<file path="src/rtl/pipeline_if_id_queue.sv">
// -----------------------------------------------------------------------------
// pipeline_if_id_queue
//
// In-order fetch queue that sits between the fetch stage (instruction memory
// and PC logic) and the decode stage. It holds up to DEPTH fetched
// instructions together with their PC and PC+4.
//
// Fetch side (valid/ready handshake):
//   valid_F  in   fetch presents a valid instruction this cycle
//   instr_F  in   instruction from instruction memory
//   PC_F     in   PC of instr_F
//   PCP4_F   in   PC + 4 of instr_F
//   ready_F  out  queue can accept an entry (count != DEPTH)
//
// Decode side (stall):
//   stall_D  in   decode cannot consume the head this cycle
//   valid_D  out  head entry is valid (count != 0)
//   instr_D  out  head instruction, or NOP when the queue is empty
//   PC_D     out  head PC, or 0 when the queue is empty
//   PCP4_D   out  head PC + 4, or 0 when the queue is empty
//
// Control / status:
//   clk      in   clock, rising edge
//   rst_n    in   asynchronous active-low reset
//   flush    in   synchronous discard of all entries (branch/jump redirect)
//   count    out  current occupancy
// -----------------------------------------------------------------------------
module pipeline_if_id_queue #(
   parameter int               WIDTH = 32,
   parameter int               DEPTH = 2,
   parameter logic [WIDTH-1:0] NOP   = WIDTH'(32'h0000_0013)
) (
   input  logic                         clk,
   input  logic                         rst_n,
   input  logic                         valid_F,
   input  logic [WIDTH-1:0]             instr_F,
   input  logic [WIDTH-1:0]             PC_F,
   input  logic [WIDTH-1:0]             PCP4_F,
   output logic                         ready_F,
   input  logic                         stall_D,
   input  logic                         flush,
   output logic                         valid_D,
   output logic [WIDTH-1:0]             instr_D,
   output logic [WIDTH-1:0]             PC_D,
   output logic [WIDTH-1:0]             PCP4_D,
   output logic [$clog2(DEPTH+1)-1:0]   count
);

   localparam int CW = $clog2(DEPTH + 1);
   localparam int PW = $clog2(DEPTH);

   localparam logic [CW-1:0] FULL_COUNT = CW'(DEPTH);
   localparam logic [PW-1:0] LAST_PTR   = PW'(DEPTH - 1);

   typedef struct packed {
      logic [WIDTH-1:0] instr;
      logic [WIDTH-1:0] pc;
      logic [WIDTH-1:0] pcp4;
   } entry_t;

   entry_t          mem_q [DEPTH];
   logic [PW-1:0]   wr_ptr_q, wr_ptr_d;
   logic [PW-1:0]   rd_ptr_q, rd_ptr_d;
   logic [CW-1:0]   count_q,  count_d;
   logic            push, pop;
   entry_t          head;

   // DEPTH need not be a power of two, so wrap by explicit compare.
   function automatic logic [PW-1:0] next_ptr(input logic [PW-1:0] p);
      return (p == LAST_PTR) ? '0 : p + 1'b1;
   endfunction

   // ready_F depends on occupancy only; no combinational path from stall_D.
   assign ready_F = (count_q != FULL_COUNT);
   assign valid_D = (count_q != '0);
   assign push    = valid_F && ready_F;
   assign pop     = valid_D && !stall_D;

   // NOTE: every always_comb output gets a default first so no path leaves it
   // unassigned; a missing default here would infer a latch.
   always_comb begin
      wr_ptr_d = wr_ptr_q;
      rd_ptr_d = rd_ptr_q;
      count_d  = count_q;
      if (flush) begin
         // Redirect wins over any push/pop requested in the same cycle.
         wr_ptr_d = '0;
         rd_ptr_d = '0;
         count_d  = '0;
      end else begin
         if (push) wr_ptr_d = next_ptr(wr_ptr_q);
         if (pop)  rd_ptr_d = next_ptr(rd_ptr_q);
         unique case ({push, pop})
            2'b10:   count_d = count_q + 1'b1;
            2'b01:   count_d = count_q - 1'b1;
            default: count_d = count_q;
         endcase
      end
   end

   // NOTE: storage is included in the asynchronous reset so the queue comes
   // up with known contents; flush only rewinds pointers and leaves data.
   always_ff @(posedge clk or negedge rst_n) begin
      if (!rst_n) begin
         wr_ptr_q <= '0;
         rd_ptr_q <= '0;
         count_q  <= '0;
         for (int i = 0; i < DEPTH; i++) begin
            mem_q[i] <= '0;
         end
      end else begin
         wr_ptr_q <= wr_ptr_d;
         rd_ptr_q <= rd_ptr_d;
         count_q  <= count_d;
         if (push && !flush) begin
            mem_q[wr_ptr_q] <= '{instr: instr_F, pc: PC_F, pcp4: PCP4_F};
         end
      end
   end

   // Read path is a plain mux of the head slot, masked to NOP/0 when empty.
   assign head    = mem_q[rd_ptr_q];
   assign instr_D = valid_D ? head.instr : NOP;
   assign PC_D    = valid_D ? head.pc    : '0;
   assign PCP4_D  = valid_D ? head.pcp4  : '0;
   assign count   = count_q;

endmodule

</file>
<file path="config.mk">
export PLATFORM = sky130hd
export DESIGN_NAME = pipeline_if_id_queue
export DESIGN_NICKNAME = d
export VERILOG_FILES = /design/src/rtl/pipeline_if_id_queue.sv
export SDC_FILE = /design/constraint.sdc
export NUM_CORES = 1
export LEC_CHECK = 0
export BUFFER_PORTS_ARGS = -buffer_cell sky130_fd_sc_hd__buf_2
export CELL_PAD_IN_SITES_DETAIL_PLACEMENT = 1
export CELL_PAD_IN_SITES_GLOBAL_PLACEMENT = 1
export CORE_MARGIN = 2
export CORE_UTILIZATION = 43
export DETAILED_ROUTE_END_ITERATION = 10
export GPL_TIMING_DRIVEN = 0
export PLACE_DENSITY_LB_ADDON = 0.12
export REMOVE_ABC_BUFFERS = 1
export SKIP_LAST_GASP = 1
export SYNTH_ARGS = -nofsm -noshare
export SYNTH_HDL_FRONTEND = slang
export SYNTH_SLANG_ARGS = --single-unit
</file>
<file path="constraint.sdc">
create_clock -name clk -period 2 [get_ports clk]
set_clock_uncertainty 0.1 [all_clocks]
set_input_delay 0 -clock clk [delete_from_list [all_inputs] [get_ports clk]]
set_output_delay 0 -clock clk [all_outputs]
set_load 0.02 [all_outputs]
</file>
==> results of run 1 <==
[critical path: cells and delay by family (launching register included)]
family	cells	cell delay (ns)
buffers and inverters	4	0.53
flip-flops	1	0.44
multiplexers	1	0.36
AND/OR/NAND/NOR	2	0.36
[final timing paths]
path | cells after the start | to | slack [ns] | from
worst max-delay path | 7 | mem_q[43] | 0.06 | count[0]
worst min-delay path | 2 | mem_q[60] | 0.04 | rst_n
worst max register to register | 7 | mem_q[43] | 0.06 | count[0]
worst min register to register | 1 | mem_q[108] | 0.39 | mem_q[108]
max in group asynchronous | 3 | rd_ptr_q | 0.78 | rst_n
min in group clk | 3 | mem_q[136] | 0.25 | PC_F[8]
[layout make-up]
class / count / area share
sequential: 196 / 0.405
multi-input combinational: 405 / 0.300
timing repair buffer: 339 / 0.218
clock buffer: 20 / 0.0369
tap: 270 / 0.0279
clock inverter: 12 / 0.0107
inverter: 3 / 0.000929
[flip-flops by register name, summed over array words and instances, names as in the netlist]
| register | flops |
|---|---|
| rd_ptr_q | 1 |
| count | 2 |
| wr_ptr_q | 1 |
| mem_q | 192 |
[what timing repair did]
| action | 4_1_cts | 5_1_grt |
|---|---|---|
| hold endpoints to repair | 284 | 0 |
| resized for setup | 12 | 3 |
| setup buffers | 15 | 1 |
| pin swaps | 2 | 1 |
| endpoints found under the setup margin | 270 | 100 |
| gates cloned | 1 | 5 |
| hold buffers | 100 | 0 |
[per-layer routing]
layer / track usage / vias to the layer above
met5: 0 / -
met4: 0.0791 / 0
met3: 0.0413 / 37
met2: 0.407 / 144
met1: 0.271 / 3253
li1: - / 2882
[through the flow]
step | setup TNS [ns] | setup WS, ns | cells
floorplan | -726.32 | -2.97 | 604
global placement | -1809.79 | -5.31 | 1074
detailed placement | -60.97 | -0.728 | 1095
CTS | 0 | 0.0135 | 1240
global route | -0.0203 | -0.0160 | 1245
finish | 0 | 0.0633 | 1245
[logic make-up (layout without fill, tap and decap cells)]
group / count (synthesis) / count (layout)
DFF: 196 / 196
and+or+nand+nor: 109 / 109
buffers and inverters: 44 / 374
AOI/OAI and AO/OA: 8 / 8
muxes: 288 / 288
[synthesized netlist by cell type, types with 3 or more instances]
| library cell | instances | area [um2] |
|---|---|---|
| sky130_fd_sc_hd__mux2_1 | 40 | 450 |
| sky130_fd_sc_hd__nand2b_1 | 3 | 18.8 |
| sky130_fd_sc_hd__o21ai_0 | 3 | 15.0 |
| sky130_fd_sc_hd__clkbuf_1 | 7 | 26.3 |
| sky130_fd_sc_hd__mux2_2 | 152 | 1710 |
| sky130_fd_sc_hd__nor2_1 | 94 | 353 |
| sky130_fd_sc_hd__a21oi_1 | 3 | 15.0 |
| sky130_fd_sc_hd__buf_1 | 8 | 30.0 |
| sky130_fd_sc_hd__dfrtp_1 | 196 | 4900 |
| sky130_fd_sc_hd__buf_4 | 9 | 67.6 |
| sky130_fd_sc_hd__mux2i_1 | 96 | 961 |
| sky130_fd_sc_hd__buf_2 | 17 | 85.1 |
| sky130_fd_sc_hd__nand2_1 | 4 | 15.0 |
[power groups by stage]
stage	registers, W	logic (W)	clock network (W)
after global placement	0.00545	0.00242	0
after detailed placement	0.00551	0.00256	0
final	0.00543	0.00285	0.00339
after floorplan	0.00537	0.00177	0
after CTS	0.00542	0.00279	0.00346
after global routing	0.00556	0.00309	0.00364
==> metrics.txt, run 1 <==
# TYPE chip_impl_metric gauge
chip_impl_info{name="run_status",value="complete, no violations"} 1
chip_impl_info{name="top_layer_used",value="met4"} 1
chip_impl_info{name="critical_path_launch_point_type",value="flip-flop"} 1
chip_impl_metric{name="core",unit="um2"} 20100
chip_impl_metric{name="async_reset_ff_frac",unit=""} 1.00
chip_impl_metric{name="routed-wl-met3",unit="um"} 892
chip_impl_info{name="final_common_cell",value="sky130_fd_sc_hd__buf_2"} 1
chip_impl_metric{name="synth_enable_flop_cells",unit=""} 0
chip_impl_metric{name="vdd.ir_drop.worst",unit="uV"} 602
chip_impl_metric{name="drcViolationCount",unit=""} 0
chip_impl_metric{name="die_area",unit="um2"} 21500
chip_impl_metric{name="first_global_vias",unit=""} 7113
chip_impl_info{name="cts_tree",value="yes"} 1
chip_impl_metric{name="synth.yosys.seq_area_share",unit=""} 0.561
chip_impl_metric{name="synthSimpleGateAreaFrac",unit=""} 0.0522
chip_impl_metric{name="fp.dieW",unit="um"} 147
chip_impl_metric{name="final_antenna_net_count",unit=""} 0
chip_impl_metric{name="final_critical_path_time_including_i_o_delays_and_setup",unit="ns"} 1.94
chip_impl_metric{name="internal-power",unit="W"} 0.00830
chip_impl_metric{name="ff_latch_area",unit="um2"} 4910
chip_impl_metric{name="timing.final.crit_share",unit=""} 0.968
chip_impl_info{name="crit_path_top_delay_cell",value="sky130_fd_sc_hd__dfrtp_2"} 1
chip_impl_metric{name="firstDrtPassIters",unit=""} 4
chip_impl_metric{name="vias",unit=""} 6316
chip_impl_metric{name="clkPwrFrac",unit=""} 0.291
chip_impl_metric{name="sequentialPowerShare",unit=""} 0.465
chip_impl_metric{name="area_delta_synth_final",unit="%"} 38.5
chip_impl_metric{name="final_layout_size_suffix_gt1_frac",unit=""} 0.439
chip_impl_metric{name="postSynthRegisterBits",unit=""} 196
chip_impl_metric{name="yosys.cell_types.count",unit=""} 23
chip_impl_info{name="timing.critical_path.to_type",value="flip-flop"} 1
chip_impl_metric{name="gr-total-overflow",unit=""} 0
chip_impl_metric{name="finalWirelength",unit="um"} 24200
chip_impl_metric{name="worst_slew_margin_rel",unit=""} 0.532
chip_impl_metric{name="max_clock_freq",unit="GHz"} 0.516
chip_impl_info{name="ys.flop_type",value="sky130_fd_sc_hd__dfrtp_1"} 1
chip_impl_metric{name="slew_viol_final",unit=""} 0
chip_impl_metric{name="first_pass_grt_wire_length",unit="um"} 38400
chip_impl_metric{name="tritoncts.num_buffers",unit=""} 17
chip_impl_metric{name="drv.max_cap_violation_count",unit=""} 0
chip_impl_metric{name="final_area",unit="um2"} 12100
chip_impl_metric{name="cp_data_required_time",unit="ns"} 2.21
chip_impl_metric{name="drt-vias-per-instance",unit=""} 5.07
chip_impl_info{name="hp-class",value="in -> async"} 1
chip_impl_metric{name="clock_sink_count",unit=""} 196
chip_impl_metric{name="comb_power_share",unit=""} 0.244
chip_impl_metric{name="synthesis.area",unit="um2"} 8750
chip_impl_metric{name="power",unit="W"} 0.0117
chip_impl_metric{name="timing.hold.ws",unit="ns"} 0.0401
chip_impl_info{name="timing.critical_path.cells",value="nor2b_4 -> inv_1 -> nand4b_1 -> buf_8 -> buf_12 -> buf_16 -> mux2_2"} 1
chip_impl_metric{name="util_after_layout",unit=""} 0.603
chip_impl_info{name="timing_worst_setup_path_type",value="reg -> reg"} 1
chip_impl_metric{name="synth_compound_area_frac",unit=""} 0.00501
chip_impl_metric{name="worst-endpoint-arrival",unit="ns"} 2.14
chip_impl_metric{name="design.final.nets",unit=""} 1063
chip_impl_info{name="mostFrequentLayoutCells",value="sky130_fd_sc_hd__buf_2, sky130_fd_sc_hd__dfrtp_1, sky130_fd_sc_hd__mux2_2"} 1
chip_impl_metric{name="rows",unit=""} 52
chip_impl_metric{name="synth_mux_area_frac",unit=""} 0.357
chip_impl_metric{name="m1WireLength",unit="um"} 10200
chip_impl_metric{name="final.fill_count",unit=""} 2039
chip_impl_metric{name="ys_warn_count",unit=""} 0
chip_impl_metric{name="buffer_ports.inserted",unit=""} 200
chip_impl_metric{name="met2WireLength",unit="um"} 12600
chip_impl_metric{name="cts.reportedPaths.clkPinSlew",unit="ns"} 0.08
chip_impl_metric{name="gpl.final_weighted_congestion",unit=""} 0.707
chip_impl_metric{name="power_leakage",unit="nW"} 5.54
chip_impl_info{name="setup_repair_after_global_routing_missed_its_margin",value="yes"} 1
chip_impl_metric{name="critical_path.max_fanout",unit=""} 14
chip_impl_metric{name="antenna_found_initial",unit=""} 0
chip_impl_metric{name="drtIter0Drc",unit=""} 194
chip_impl_metric{name="initial_core_util",unit=""} 0.435
chip_impl_metric{name="timing.final.setup_violations",unit=""} 0
chip_impl_metric{name="routed_wire_length_per_instance",unit="um"} 19.4
chip_impl_metric{name="design.portCount",unit=""} 201
chip_impl_metric{name="synthesis.instances",unit=""} 645
chip_impl_metric{name="synth_adder_area_share",unit=""} 0
chip_impl_metric{name="power_density",unit="nW/um2"} 963
chip_impl_metric{name="critPathMaxStageDelay",unit="ns"} 0.44
chip_impl_metric{name="placement.cell_area",unit="um2"} 10300
chip_impl_metric{name="hpwlAfterDp",unit="um"} 14800
chip_impl_info{name="largest_family_of_logic_cells_by_synthesized_area",value="multiplexers"} 1
chip_impl_metric{name="htreeDepth",unit=""} 4
chip_impl_metric{name="syn_area_per_cell",unit="um2"} 13.6
chip_impl_metric{name="clockBufferDepth",unit=""} 2
chip_impl_info{name="cts-root-buf",value="sky130_fd_sc_hd__clkbuf_16"} 1
chip_impl_metric{name="insertedDiodeCount",unit=""} 0
chip_impl_metric{name="post_synth_xor_area_fraction",unit=""} 0
chip_impl_metric{name="tightestPinTransition",unit="ns"} 0.703
chip_impl_metric{name="grt.total_usage",unit=""} 0.226
chip_impl_metric{name="netSwitchingFraction",unit=""} 0.289
chip_impl_metric{name="switching_pwr",unit="W"} 0.00337
chip_impl_metric{name="die-height",unit="um"} 147
chip_impl_metric{name="grt_start_max_net_pins",unit=""} 109
chip_impl_metric{name="multi_input_comb_area",unit="um2"} 3640
chip_impl_metric{name="clk-insertion-delay-late",unit="ns"} 0.43
chip_impl_metric{name="final-hold-violation-count",unit=""} 0
No activity file was read; power rests on OpenSTA's default activity.
==> run 2: changes to the inputs <==
==> constraint.sdc (replaced) <==
create_clock -name clk -period 2.1 [get_ports clk]
set_clock_uncertainty 0.1 [all_clocks]
set_input_delay 0 -clock clk [delete_from_list [all_inputs] [get_ports clk]]
set_output_delay 0 -clock clk [all_outputs]
set_load 0.02 [all_outputs]
==> metrics.txt, run 2 (synthesized netlist as in run 1, its figures left out) <==
# TYPE chip_impl_metric gauge
chip_impl_info{name="max_flop_register",value="mem_q"} 1
chip_impl_metric{name="vias",unit=""} 6253
chip_impl_metric{name="slew_viol_final",unit=""} 0
chip_impl_metric{name="power_density",unit="nW/um2"} 925
chip_impl_metric{name="drt-vias-per-instance",unit=""} 5.05
chip_impl_info{name="critical_path_launch_point_type",value="flip-flop"} 1
chip_impl_metric{name="max_reg_flops",unit=""} 192
chip_impl_info{name="mostFrequentLayoutCells",value="sky130_fd_sc_hd__buf_2, sky130_fd_sc_hd__dfrtp_1, sky130_fd_sc_hd__mux2_2"} 1
chip_impl_metric{name="buffer_ports.inserted",unit=""} 200
chip_impl_metric{name="grt_start_max_net_pins",unit=""} 109
chip_impl_metric{name="final_area",unit="um2"} 11900
chip_impl_metric{name="die_area",unit="um2"} 21500
chip_impl_metric{name="initial_core_util",unit=""} 0.435
chip_impl_metric{name="die-height",unit="um"} 147
chip_impl_metric{name="layout.cells.non_filler",unit=""} 1238
chip_impl_metric{name="design.portCount",unit=""} 201
chip_impl_metric{name="worst-endpoint-arrival",unit="ns"} 2.25
chip_impl_metric{name="final-hold-violation-count",unit=""} 0
chip_impl_info{name="cts-root-buf",value="sky130_fd_sc_hd__clkbuf_16"} 1
chip_impl_metric{name="tightestPinTransition",unit="ns"} 0.689
chip_impl_info{name="cts_tree",value="yes"} 1
chip_impl_metric{name="routed_wire_length_per_instance",unit="um"} 18.6
chip_impl_metric{name="drtIter0Drc",unit=""} 168
chip_impl_metric{name="design.final.nets",unit=""} 1056
chip_impl_info{name="timing.critical_path.cells",value="nor2b_4 -> nor4_4 -> buf_8 -> buf_4 -> buf_8 -> mux2_2"} 1
chip_impl_metric{name="timing.final.setup_violations",unit=""} 0
chip_impl_metric{name="gr-total-overflow",unit=""} 0
chip_impl_metric{name="gpl.final_weighted_congestion",unit=""} 0.707
chip_impl_metric{name="finalWirelength",unit="um"} 23000
chip_impl_metric{name="cts.reportedPaths.clkPinSlew",unit="ns"} 0.07
chip_impl_metric{name="core",unit="um2"} 20100
chip_impl_metric{name="grt.total_usage",unit=""} 0.220
chip_impl_info{name="timing_worst_setup_path_type",value="reg -> reg"} 1
chip_impl_metric{name="antenna_found_initial",unit=""} 0
chip_impl_metric{name="final_layout_size_suffix_gt1_frac",unit=""} 0.435
chip_impl_metric{name="clock_sink_count",unit=""} 196
chip_impl_metric{name="critical_path.max_fanout",unit=""} 13
chip_impl_info{name="crit_path_top_delay_cell",value="sky130_fd_sc_hd__dfrtp_2"} 1
chip_impl_metric{name="drv.max_cap_violation_count",unit=""} 0
chip_impl_info{name="path_delay_family",value="buffers and inverters"} 1
chip_impl_metric{name="tritoncts.num_buffers",unit=""} 17
chip_impl_metric{name="final_critical_path_time_including_i_o_delays_and_setup",unit="ns"} 2.03
chip_impl_metric{name="hpwlAfterDp",unit="um"} 14800
chip_impl_metric{name="placement.cell_area",unit="um2"} 10300
chip_impl_metric{name="drcViolationCount",unit=""} 0
chip_impl_metric{name="fp.dieW",unit="um"} 147
chip_impl_metric{name="first_global_vias",unit=""} 7084
chip_impl_metric{name="critPathMaxStageDelay",unit="ns"} 0.41
chip_impl_metric{name="power_leakage",unit="nW"} 5.44
chip_impl_info{name="timing.critical_path.to_type",value="flip-flop"} 1
chip_impl_metric{name="area_delta_synth_final",unit="%"} 36.5
chip_impl_metric{name="vdd.ir_drop.worst",unit="uV"} 566
chip_impl_info{name="path_common_cell",value="sky130_fd_sc_hd__buf_8"} 1
chip_impl_metric{name="insertedDiodeCount",unit=""} 0
chip_impl_metric{name="cp_data_required_time",unit="ns"} 2.31
chip_impl_metric{name="htreeDepth",unit=""} 4
chip_impl_metric{name="clk-insertion-delay-late",unit="ns"} 0.42
chip_impl_info{name="final_common_cell",value="sky130_fd_sc_hd__buf_2"} 1
chip_impl_metric{name="max_clock_freq",unit="GHz"} 0.492
chip_impl_metric{name="first_pass_grt_wire_length",unit="um"} 37700
chip_impl_metric{name="path_buf_inv",unit=""} 3
chip_impl_info{name="run_status",value="complete, no violations"} 1
chip_impl_metric{name="clockBufferDepth",unit=""} 2
chip_impl_info{name="hp-class",value="in -> async"} 1
chip_impl_metric{name="worst_slew_margin_rel",unit=""} 0.540
chip_impl_metric{name="rows",unit=""} 52
chip_impl_metric{name="firstDrtPassIters",unit=""} 4
chip_impl_metric{name="final_antenna_net_count",unit=""} 0
chip_impl_metric{name="timing.hold.ws",unit="ns"} 0.0484
chip_impl_metric{name="power",unit="W"} 0.0110
chip_impl_metric{name="dpl.cell_count",unit=""} 1095
chip_impl_metric{name="timing.final.crit_share",unit=""} 0.969
## run 2: cell types whose count changed in the layout (fill, tap and decap cells not counted)
cell                        delta
sky130_fd_sc_hd__buf_12        -1
sky130_fd_sc_hd__buf_16        -1
sky130_fd_sc_hd__clkbuf_16     -4
sky130_fd_sc_hd__buf_6         -2
sky130_fd_sc_hd__buf_4         +1
sky130_fd_sc_hd__bufbuf_16     -1
sky130_fd_sc_hd__buf_8         +1
## run 2: final cells by class
class | count | area [um2]
clock inverter | 12 | 130
sequential | 196 | 4910
multi-input combinational | 405 | 3640
timing repair buffer | 332 | 2470
inverter | 3 | 11.3
fill | 2043 | 8160
clock buffer | 20 | 447
tap | 270 | 338
## run 2: per-layer routing
metal  global-route usage  up-vias  wire length, um
met3               0.0409       29              908
met1                0.261     3220             9490
met5                    0        -                0
li1                     -     2872                -
met2                0.404      132            12200
met4               0.0680        0              399
## run 2: path summary, 6_finish.rpt
check / slack, ns / depth (start not counted) / start / end
worst max-delay path: 0.07 / 6 / count[1] / mem_q[164]
max in group asynchronous: 0.88 / 3 / rst_n / rd_ptr_q
worst min register to register: 0.39 / 1 / mem_q[108] / mem_q[108]
worst min-delay path: 0.05 / 2 / rst_n / mem_q[60]
worst max register to register: 0.07 / 6 / count[1] / mem_q[164]
min in group clk: 0.25 / 3 / PC_F[8] / mem_q[136]
## run 2: power by group
group	internal, W	total (W)	leakage [nW]	switching [W]
registers	0.00469	0.00518	2.33	0.000488
clock network	0.00179	0.00322	0.281	0.00143
logic	0.00138	0.00264	2.83	0.00126
## run 2: timing repair
item / 4_1_cts / 5_1_grt
hold buffers: 100 / 0
endpoints found under the hold margin: 284 / 0
resized for setup: 4 / 4
setup buffers: 11 / 4
pin swaps: 2 / 0
endpoints found under the setup margin: 223 / 81
## run 2: per-stage QoR
stage / setup TNS [ns] / setup WS [ns] / utilization
2_1_floorplan: -697.32 / -2.87 / -
3_3_place_gp: -1761.19 / -5.21 / 0.491
3_5_place_dp: -43.70 / -0.628 / 0.510
4_1_cts: 0 / 0.0163 / 0.593
5_1_grt: -0.0109 / -0.00474 / 0.594
6_report: 0 / 0.0655 / 0.594
